## src/rtl/udma_i2c_cmd_arbiter.sv

```systemverilog
// Round-robin arbiter that shares one I2C command/byte stream between N_REQ requesters and holds the lock until STOP/EOT.
// Latency: 1 cycle to grant from IDLE, then bytes pass straight through with no added latency.
// Backpressure: cmd_ready_i goes only to the owner's req_ready_o bit. Optional owner-stall abort under macro I2C_ARB_TIMEOUT_EN.
module udma_i2c_cmd_arbiter #(
    parameter int N_REQ          = 2,
    parameter int TIMEOUT_CYCLES = 1024,
    localparam int IDW           = (N_REQ > 2) ? $clog2(N_REQ) : 1
) (
    input  logic               clk_i,
    input  logic               rst_i,
    input  logic [N_REQ-1:0]   req_en_i,
    input  logic [8*N_REQ-1:0] req_data_i,
    input  logic [N_REQ-1:0]   req_valid_i,
    output logic [N_REQ-1:0]   req_ready_o,
    output logic [7:0]         cmd_data_o,
    output logic               cmd_valid_o,
    input  logic               cmd_ready_i,
    output logic               busy_o,
    output logic [IDW-1:0]     owner_o,
    output logic               done_o,
    output logic               abort_o
);

    // Reject configurations the arbiter cannot serve
    if (N_REQ < 2 || TIMEOUT_CYCLES < 2) begin : g_param_chk
        $error("udma_i2c_cmd_arbiter: N_REQ and TIMEOUT_CYCLES must both be >= 2");
    end

`ifdef I2C_ARB_TIMEOUT_EN
    typedef enum logic [2:0] {
        ST_IDLE, ST_OPC, ST_PAY, ST_REL, ST_ABRT
    } state_t;
    localparam int TW = $clog2(TIMEOUT_CYCLES);
    localparam logic [TW-1:0] TMAX = TW'(TIMEOUT_CYCLES - 1);
    logic [TW-1:0] timer_q, timer_d;
`else
    typedef enum logic [1:0] {
        ST_IDLE, ST_OPC, ST_PAY, ST_REL
    } state_t;
`endif

    state_t         state_q, state_d;
    logic [IDW-1:0] owner_q, owner_d;
    logic [IDW-1:0] rr_q, rr_d;
    logic [1:0]     cnt_q, cnt_d;
    logic           busy_q, busy_d;
    logic           done_q, done_d;
    logic           abort_q, abort_d;

    logic [7:0]     own_data;
    logic           own_vld;
    logic           xfer;
    logic           grant_vld;
    logic [IDW-1:0] grant_idx;
    logic [IDW-1:0] scan_idx;

    assign own_data = req_data_i[{owner_q, 3'b000} +: 8];
    assign own_vld  = req_valid_i[owner_q];
    assign xfer     = cmd_valid_o & cmd_ready_i;

    // Round-robin search: first eligible requester at or after rr_q, wrapping
    always_comb begin
        grant_vld = 1'b0;
        grant_idx = rr_q;
        scan_idx  = rr_q;
        for (int k = 0; k < N_REQ; k++) begin
            if (!grant_vld && req_en_i[scan_idx] && req_valid_i[scan_idx]) begin
                grant_vld = 1'b1;
                grant_idx = scan_idx;
            end
            scan_idx = (scan_idx == IDW'(N_REQ - 1)) ? '0 : scan_idx + 1'b1;
        end
    end

    // Stream mux: owner passes through while locked; ABRT injects a STOP
    always_comb begin
        cmd_data_o  = 8'h00;
        cmd_valid_o = 1'b0;
        req_ready_o = '0;
        case (state_q)
            ST_OPC, ST_PAY: begin
                cmd_data_o           = own_data;
                cmd_valid_o          = own_vld;
                req_ready_o[owner_q] = cmd_ready_i;
            end
`ifdef I2C_ARB_TIMEOUT_EN
            ST_ABRT: begin
                cmd_data_o  = 8'h20;
                cmd_valid_o = 1'b1;
            end
`endif
            default: ;
        endcase
    end

    // Next-state: grant, opcode/payload tracking, release and optional stall abort
    always_comb begin
        state_d = state_q;
        owner_d = owner_q;
        rr_d    = rr_q;
        cnt_d   = cnt_q;
        busy_d  = busy_q;
        done_d  = 1'b0;
        abort_d = 1'b0;
`ifdef I2C_ARB_TIMEOUT_EN
        timer_d = timer_q;
`endif
        case (state_q)
            ST_IDLE: begin
                if (grant_vld) begin
                    owner_d = grant_idx;
                    state_d = ST_OPC;
                    busy_d  = 1'b1;
                end
            end
            ST_OPC: begin
                if (xfer) begin
                    case (own_data[7:4])
                        4'h8, 4'hA, 4'hC: begin
                            cnt_d   = 2'd1;
                            state_d = ST_PAY;
                        end
                        4'hE: begin
                            cnt_d   = 2'd2;
                            state_d = ST_PAY;
                        end
                        4'h2, 4'h9: begin
                            state_d = ST_REL;
                            busy_d  = 1'b0;
                            done_d  = 1'b1;
                        end
                        default: ;
                    endcase
                end
            end
            ST_PAY: begin
                // Payload bytes are never decoded, so a 0x20 data byte is not a STOP
                if (xfer) begin
                    if (cnt_q == 2'd1) begin
                        cnt_d   = 2'd0;
                        state_d = ST_OPC;
                    end else begin
                        cnt_d = cnt_q - 2'd1;
                    end
                end
            end
            ST_REL: begin
                rr_d    = (owner_q == IDW'(N_REQ - 1)) ? '0 : owner_q + 1'b1;
                state_d = ST_IDLE;
            end
`ifdef I2C_ARB_TIMEOUT_EN
            ST_ABRT: begin
                if (xfer) begin
                    state_d = ST_REL;
                    busy_d  = 1'b0;
                    done_d  = 1'b1;
                end
            end
`endif
            default: state_d = ST_IDLE;
        endcase
`ifdef I2C_ARB_TIMEOUT_EN
        // Count owner-idle cycles; a stalled owner gets a STOP injected on its behalf
        if (state_q == ST_OPC || state_q == ST_PAY) begin
            if (xfer) begin
                timer_d = '0;
            end else if (!own_vld) begin
                if (timer_q == TMAX) begin
                    timer_d = '0;
                    cnt_d   = 2'd0;
                    state_d = ST_ABRT;
                    abort_d = 1'b1;
                end else begin
                    timer_d = timer_q + TW'(1);
                end
            end
        end else begin
            timer_d = '0;
        end
`endif
    end

    // State and registered-output flops
    always_ff @(posedge clk_i) begin
        if (rst_i) begin
            state_q <= ST_IDLE;
            owner_q <= '0;
            rr_q    <= '0;
            cnt_q   <= 2'd0;
            busy_q  <= 1'b0;
            done_q  <= 1'b0;
            abort_q <= 1'b0;
`ifdef I2C_ARB_TIMEOUT_EN
            timer_q <= '0;
`endif
        end else begin
            state_q <= state_d;
            owner_q <= owner_d;
            rr_q    <= rr_d;
            cnt_q   <= cnt_d;
            busy_q  <= busy_d;
            done_q  <= done_d;
            abort_q <= abort_d;
`ifdef I2C_ARB_TIMEOUT_EN
            timer_q <= timer_d;
`endif
        end
    end

    assign busy_o  = busy_q;
    assign owner_o = owner_q;
    assign done_o  = done_q;
    assign abort_o = abort_q;

endmodule

```

## config.mk

```make
export PLATFORM = sky130hd
export DESIGN_NAME = udma_i2c_cmd_arbiter
export DESIGN_NICKNAME = d
export VERILOG_FILES = /design/src/rtl/udma_i2c_cmd_arbiter.sv
export SDC_FILE = /design/constraint.sdc
export NUM_CORES = 1
export LEC_CHECK = 0
export CORE_MARGIN = 2
export CORE_UTILIZATION = 39
export CTS_CLUSTER_SIZE = 24
export DETAILED_ROUTE_END_ITERATION = 10
export HOLD_SLACK_MARGIN = 0.05
export PLACE_DENSITY = 0.86
export REMOVE_ABC_BUFFERS = 1
export SETUP_SLACK_MARGIN = 0.02
export SYNTH_ARGS = -nofsm -noshare
export SYNTH_HDL_FRONTEND = slang
export SYNTH_SLANG_ARGS = --single-unit
```

## constraint.sdc

```tcl
create_clock -name clk_i -period 2 [get_ports clk_i]
set_input_delay 0.4 -clock clk_i [delete_from_list [all_inputs] [get_ports clk_i]]
set_output_delay 0.4 -clock clk_i [all_outputs]
set_load 0.005 [all_outputs]
```

==> out/metrics.cfg, run 1 <==
[status]
outcome=completed

[setup_path]
crit_required_ns=2.15
crit_type=reg -> reg
worst_setup_path_end_kind=flip-flop
start_kind=flip-flop
critPathTopFamily=compound AO/OA/AOI/OAI gates
cp_max_fo=4
crit_arrival_ns=2.05
worstPathCellList=inv_1 -> ha_4 -> buf_4 -> nand2_2 -> buf_4 -> nor3_1 -> o21a_1 -> a21oi_1 -> a311oi_1
cpMostUsedCell=buf_4
cp_slowest_stage_delay_ns=0.32
crit_buf_inv=3
crit_slowest_cell=dfxtp_1

[final_layout]
fillCellCount=148
seqCellArea_sq_um=165
antennaDiodeCount=0
drive_gt1_frac=0.221
multi_input_area_sq_um=556
area_delta_synth_final_pct=71.0
nNetsFinal=179

[grt]
grt.total_usage=0.213
grt_remaining_overflow=0
use_met3=0.0717
grt_pass1_vias=809
grt_use_met1=0.226
grt_pass1_wl_um=3420
antenna_found_initial=0
grt_start_max_net_pins=13
grt_util_met2=0.416
busiest_layer=met2

[die]
io_pins=38
initial_core_util=0.423
core-area_sq_um=1760
die_area_sq_um=2280
fp-row-count=15
die_y_um=47.7
die_w_um=47.7

[yosys]
ys.warnings.count=0
netlist.area_leader.share=0.215
synth_fa_ha_area_frac=0.0839
synth-compound-area-share=0.233
syn_area_sq_um=746
synth_largest_area_cell=dfxtp_1
synth_xor_area_frac=0
syn_avg_cell_area_sq_um=7.53
synth-seq-cells=8
synth_top_family_by_area=simple AND/OR/NAND/NOR gates
yosysSeqAreaShare=0.215
synth_area_leaders=dfxtp_1 (21%), mux2i_1 (12%), ha_1 (8.4%), nor2_1 (6.5%), a21oi_1 (4.7%)
synthMuxAreaShare=0.136
synth-simple-area-share=0.245
synth_cells=99
ys_types=35

[detailed_routing]
drc=0
vias=895
wirelength_um=2220
post_drt_wl_per_cell_um=12.8
firstDrtPassIters=4
antenna_left=0
drtIter0Drc=16
via_per_inst=5.14

[cts]
cts_buffers=3
clockBufferDepth=2
htree_levels=1
clock_latency_ns=0.26
cts.sinks=8
root_buffer=clkbuf_4
cts_tree=built
clkTransAtPathRegs_ns=0.05

[sta]
hold_viol=0
setup_tns_ns=0
hold_ws_ns=0.488
setup_violations=0
fin_crit_ns=1.90
fmax_mhz=526
clock_skew_ns=0.00483
rsz0062_at_grt=false
finalCritPeriodShare=0.951
slew_violations=0

[power]
totalPowerFinal_mw=1.40
ir_drop_uv=582
leakagePower_nw=0.561
power_density_nw_per_um2=1100

[placement]
gp_congestion=0.851
io_buffer_count=36
dp_hpwl_um=1810

[flow_run]
max-cap-violations=0

[worst_hold_path]
min_path_type=reg -> reg

==> sequential cells by signal, summed over array words and instances (netlist names) <==
signal   cells
busy_o       1
cnt_q        2
done_o       1
owner_o      1
rr_q         1
state_q      2
==> worst min-delay path, stage by stage, from the launching register on <==
cell and delay, ns:
dfxtp_1 0.31, o41ai_1 0.06, a21oi_1 0.06
==> layer usage <==
layer	up-vias	share of wire
li1	455	-
met1	429	0.43
met2	11	0.54
met3	0	0.027
met4	0	0
met5	-	0
==> worst paths after layout <==
check / slack [ns] / endpoint / start / cells after the start
max: 0.1 / state_q[0] / state_q[1] / 9
min reg2reg: 0.49 / busy_o / busy_o / 2
max reg2reg: 0.1 / state_q[0] / state_q[1] / 9
min: 0.49 / busy_o / busy_o / 2
==> cells by family after synthesis <==
logic type	Yosys count
compound gates	24
fa+ha+maj	5
buf+inv	13
flops	8
mux	10
other cells	1
simple gates	38
==> cell type report <==
type | count | area share
Multi-Input combinational cell | 78 | 0.436
Timing Repair Buffer | 52 | 0.367
Sequential cell | 8 | 0.130
Inverter | 8 | 0.0255
Tap cell | 25 | 0.0245
Clock buffer | 3 | 0.0177
==> cell usage after synthesis <==
| cell | count |
|---|---|
| or3b_4 | 1 |
| o2111ai_1 | 1 |
| mux2_2 | 1 |
| or2_2 | 1 |
| nor4_1 | 1 |
| a32o_1 | 1 |
| buf_4 | 1 |
| a21oi_1 | 7 |
| a221oi_2 | 1 |
| o21a_1 | 1 |
| a211oi_1 | 2 |
| mux2i_1 | 9 |
| buf_2 | 1 |
| nor2_1 | 13 |
| clkbuf_1 | 1 |
| ha_1 | 5 |
| a311oi_1 | 1 |
| o21ai_1 | 1 |
| o21ai_0 | 4 |
| buf_6 | 1 |
| nand3b_1 | 2 |
| o22a_1 | 1 |
| o41ai_1 | 1 |
| and3_1 | 2 |
| nand3_1 | 6 |
| buf_1 | 1 |
| nor2b_1 | 1 |
| dfxtp_1 | 8 |
| inv_1 | 8 |
| nor3_1 | 2 |
| a31oi_1 | 1 |
| conb_1 | 1 |
| nand2_1 | 8 |
| a211oi_2 | 2 |
| nand2b_1 | 1 |
==> power breakdown <==
part,switching (mW),internal (mW),leakage [nW]
registers,0.0342,0.205,0.0665
clock network,0.0529,0.0685,0.0138
logic,0.486,0.551,0.481
==> cell usage in the layout, fill, tap and decap left out, types with 2 or more instances in the layout <==
cell type        count
and3_1               2
a211oi_2             2
inv_1                6
mux2i_1              7
clkbuf_4             3
a21oi_1              7
nor3_1               2
nand3b_1             2
ha_1                 4
a211oi_1             2
o21ai_1              2
nand3_1              6
nand2_1              7
o21ai_0              3
buf_4               16
dlygate4sd2_1       12
dfxtp_1              6
clkdlybuf4s50_1     23
nor2_1              13
==> through the flow <==
stage	instance area [sq um]	worst slack, ns	util	instances
2_1_floorplan	714	0.0727	-	94
3_3_place_gp	1210	-0.138	0.687	169
3_5_place_dp	1210	-0.160	0.687	169
4_1_cts	1270	-0.0232	0.721	174
5_1_grt	1270	0.0229	0.723	174
6_report	1270	0.0986	0.723	174
==> repair_timing <==
| action | CTS | global route |
|---|---|---|
| resized for setup | 23 | 2 |
| setup endpoints to repair | 14 | 2 |
| buffers inserted | 2 | 0 |
| hold buffers | 0 | 0 |
(Power assumes the default switching activity.)
==> inputs of run 2 (changes only) <==
--- a/config.mk
+++ b/config.mk
@@ -5,12 +5,15 @@
 export SDC_FILE = /design/constraint.sdc
 export NUM_CORES = 1
 export LEC_CHECK = 0
+export CORE_ASPECT_RATIO = 0.7
 export CORE_MARGIN = 2
 export CORE_UTILIZATION = 39
 export CTS_CLUSTER_SIZE = 24
 export DETAILED_ROUTE_END_ITERATION = 10
+export GPL_TIMING_DRIVEN = 0
 export HOLD_SLACK_MARGIN = 0.05
 export PLACE_DENSITY = 0.86
+export RECOVER_POWER = 100
 export REMOVE_ABC_BUFFERS = 1
 export SETUP_SLACK_MARGIN = 0.02
 export SYNTH_ARGS = -nofsm -noshare
==> out/metrics.cfg, run 2 (same netlist as run 1, synthesis figures left out) <==
[setup_path]
reg2reg_depth=7  ; -2
crit_type=in -> reg
crit_required_ns=2.18  ; +0.03 ns
worst_setup_path_end_kind=flip-flop
r2r_slack_ns=0.08  ; -0.02 ns
crit_path_end=cnt_q[1]
reg2reg_to=cnt_q[1]
start_kind=input pin
cp_max_fo=2  ; -2
crit_arrival_ns=2.14  ; +0.09 ns
crit_start=req_data_i[7]
timing.rr.start=state_q[0]

[flow_run]
max-cap-violations=0  ; unchanged

[placement]
dp_hpwl_um=1810  ; -0.26%
io_buffer_count=36  ; unchanged
dp.cells=152  ; -10%
place_area_sq_um=1100  ; -9.0%
gp_congestion=0.847  ; -0.42%
pre_cts_slack_ns=-0.272  ; -0.112 ns

[detailed_routing]
wirelength_um=2440  ; +9.6%
vias=881  ; -1.6%
wl_met1_um=1130  ; +18%
via_per_inst=5.58  ; +8.4%
post_drt_wl_per_cell_um=15.4  ; +21%
antenna_left=0  ; unchanged
drc=0  ; unchanged
firstDrtPassIters=4  ; unchanged
wl_met2_um=1200  ; about the same
drtIter0Drc=25  ; +9
maxUsedRoutingLayer=met4
wl_met3_um=91  ; +49%

[cts]
htree_levels=1  ; unchanged
clkTransAtPathRegs_ns=0.05  ; about the same
cts.sinks=8  ; unchanged
cts_buffers=3  ; unchanged
clockBufferDepth=2  ; unchanged
clock_latency_ns=0.25  ; about the same
cts_tree=built
root_buffer=clkbuf_4

[sta]
fin_crit_ns=1.97  ; +0.0656 ns
setup_violations=0  ; unchanged
finalCritPeriodShare=0.984  ; +0.0328
slew_violations=0  ; unchanged
hold_viol=0  ; unchanged
clock_skew_ns=0.00501  ; +0.000178 ns
rsz0062_at_grt=true
fin_ws_ns=0.0330  ; -0.0656 ns
fmax_mhz=508  ; -3.3%
setup_tns_ns=0  ; unchanged
hold_ws_ns=0.473  ; -0.0151 ns

[grt]
grt_start_max_net_pins=20  ; +7
grt_pass1_wl_um=3850  ; +13%
grt_pass1_vias=821  ; +1.5%
grt.total_usage=0.229  ; +0.0164
grt_remaining_overflow=0  ; unchanged
antenna_found_initial=0  ; unchanged

[power]
power_density_nw_per_um2=1050  ; -4.5%
leakagePower_nw=0.497  ; -11%
totalPowerFinal_mw=1.24  ; -11%
ir_drop_uv=785  ; +35%

[final_layout]
seqCellArea_sq_um=166  ; +0.76%
nNetsFinal=166  ; -7.3%
antennaDiodeCount=0  ; unchanged
final_cell_area_sq_um=1180  ; -7.3%
reg_top3=cnt_q x2, state_q x2
fin_util=0.649  ; -0.0737
final_cell_mix=clkdlybuf4s50_1 (20), nor2_1 (13), dlygate4sd2_1 (12)
final_common_cell=clkdlybuf4s50_1
drive_gt1_frac=0.147  ; -0.0744
area_delta_synth_final_pct=58.6
multi_input_area_sq_um=566  ; +1.8%
fillCellCount=158  ; +6.8%
fin_cells=158  ; -9.2%

[die]
die_area_sq_um=2280  ; +0.26%
initial_core_util=0.409  ; -0.0134
io_pins=38  ; unchanged
fp-row-count=13  ; -2
core-area_sq_um=1820  ; +3.3%
die_w_um=56.3  ; +18%
die_y_um=40.6  ; -15%

[status]
outcome=completed

[worst_hold_path]
min_path_type=reg -> reg
hold_path_depth=2  ; unchanged

[run 2: how the worst min path moves through the flow]
stage	start	end	slack [ns]
6_report	busy_o	busy_o	0.47
5_1_grt	busy_o	busy_o	0.50
4_1_cts	busy_o	busy_o	0.48
3_5_place_dp	busy_o	busy_o	0.46
3_3_place_gp	busy_o	busy_o	0.46
2_1_floorplan	cnt_q[1]	cnt_q[1]	0.44
[run 2: cell type report]
cell class | instances | share of cell area
clock buffer | 3 | 0.0190
sequential | 8 | 0.141
inverter | 8 | 0.0275
multi-input combinational | 78 | 0.478
timing repair buffer | 39 | 0.311
tap | 22 | 0.0233
[run 2: routing by layer]
layer  vias to the layer above  global-route usage
li1                        428                   -
met1                       426               0.282
met2                        25               0.432
met3                         2              0.0613
met4                         0              0.0179
met5                         -                   0
[run 2: repair_timing]
action,in CTS,in global routing
endpoints found under the setup margin,18,1
resized for setup,27,1
buffers inserted,3,0
pin swaps,1,0
hold buffers,0,0
[run 2: where the power goes]
group / total, mW / internal, mW / switching [mW]
sequential: 0.255 / 0.207 / 0.0481
combinational: 0.863 / 0.412 / 0.452
clock: 0.119 / 0.0684 / 0.0511
total: 1.24 / 0.687 / 0.551
[run 2: worst max-delay path, stage by stage]
cell             delay, ns
clkdlybuf4s50_1       0.53
or3b_1                0.42
a211oi_2              0.27
o21ai_1               0.13
a32o_1                0.23
a21oi_1               0.15
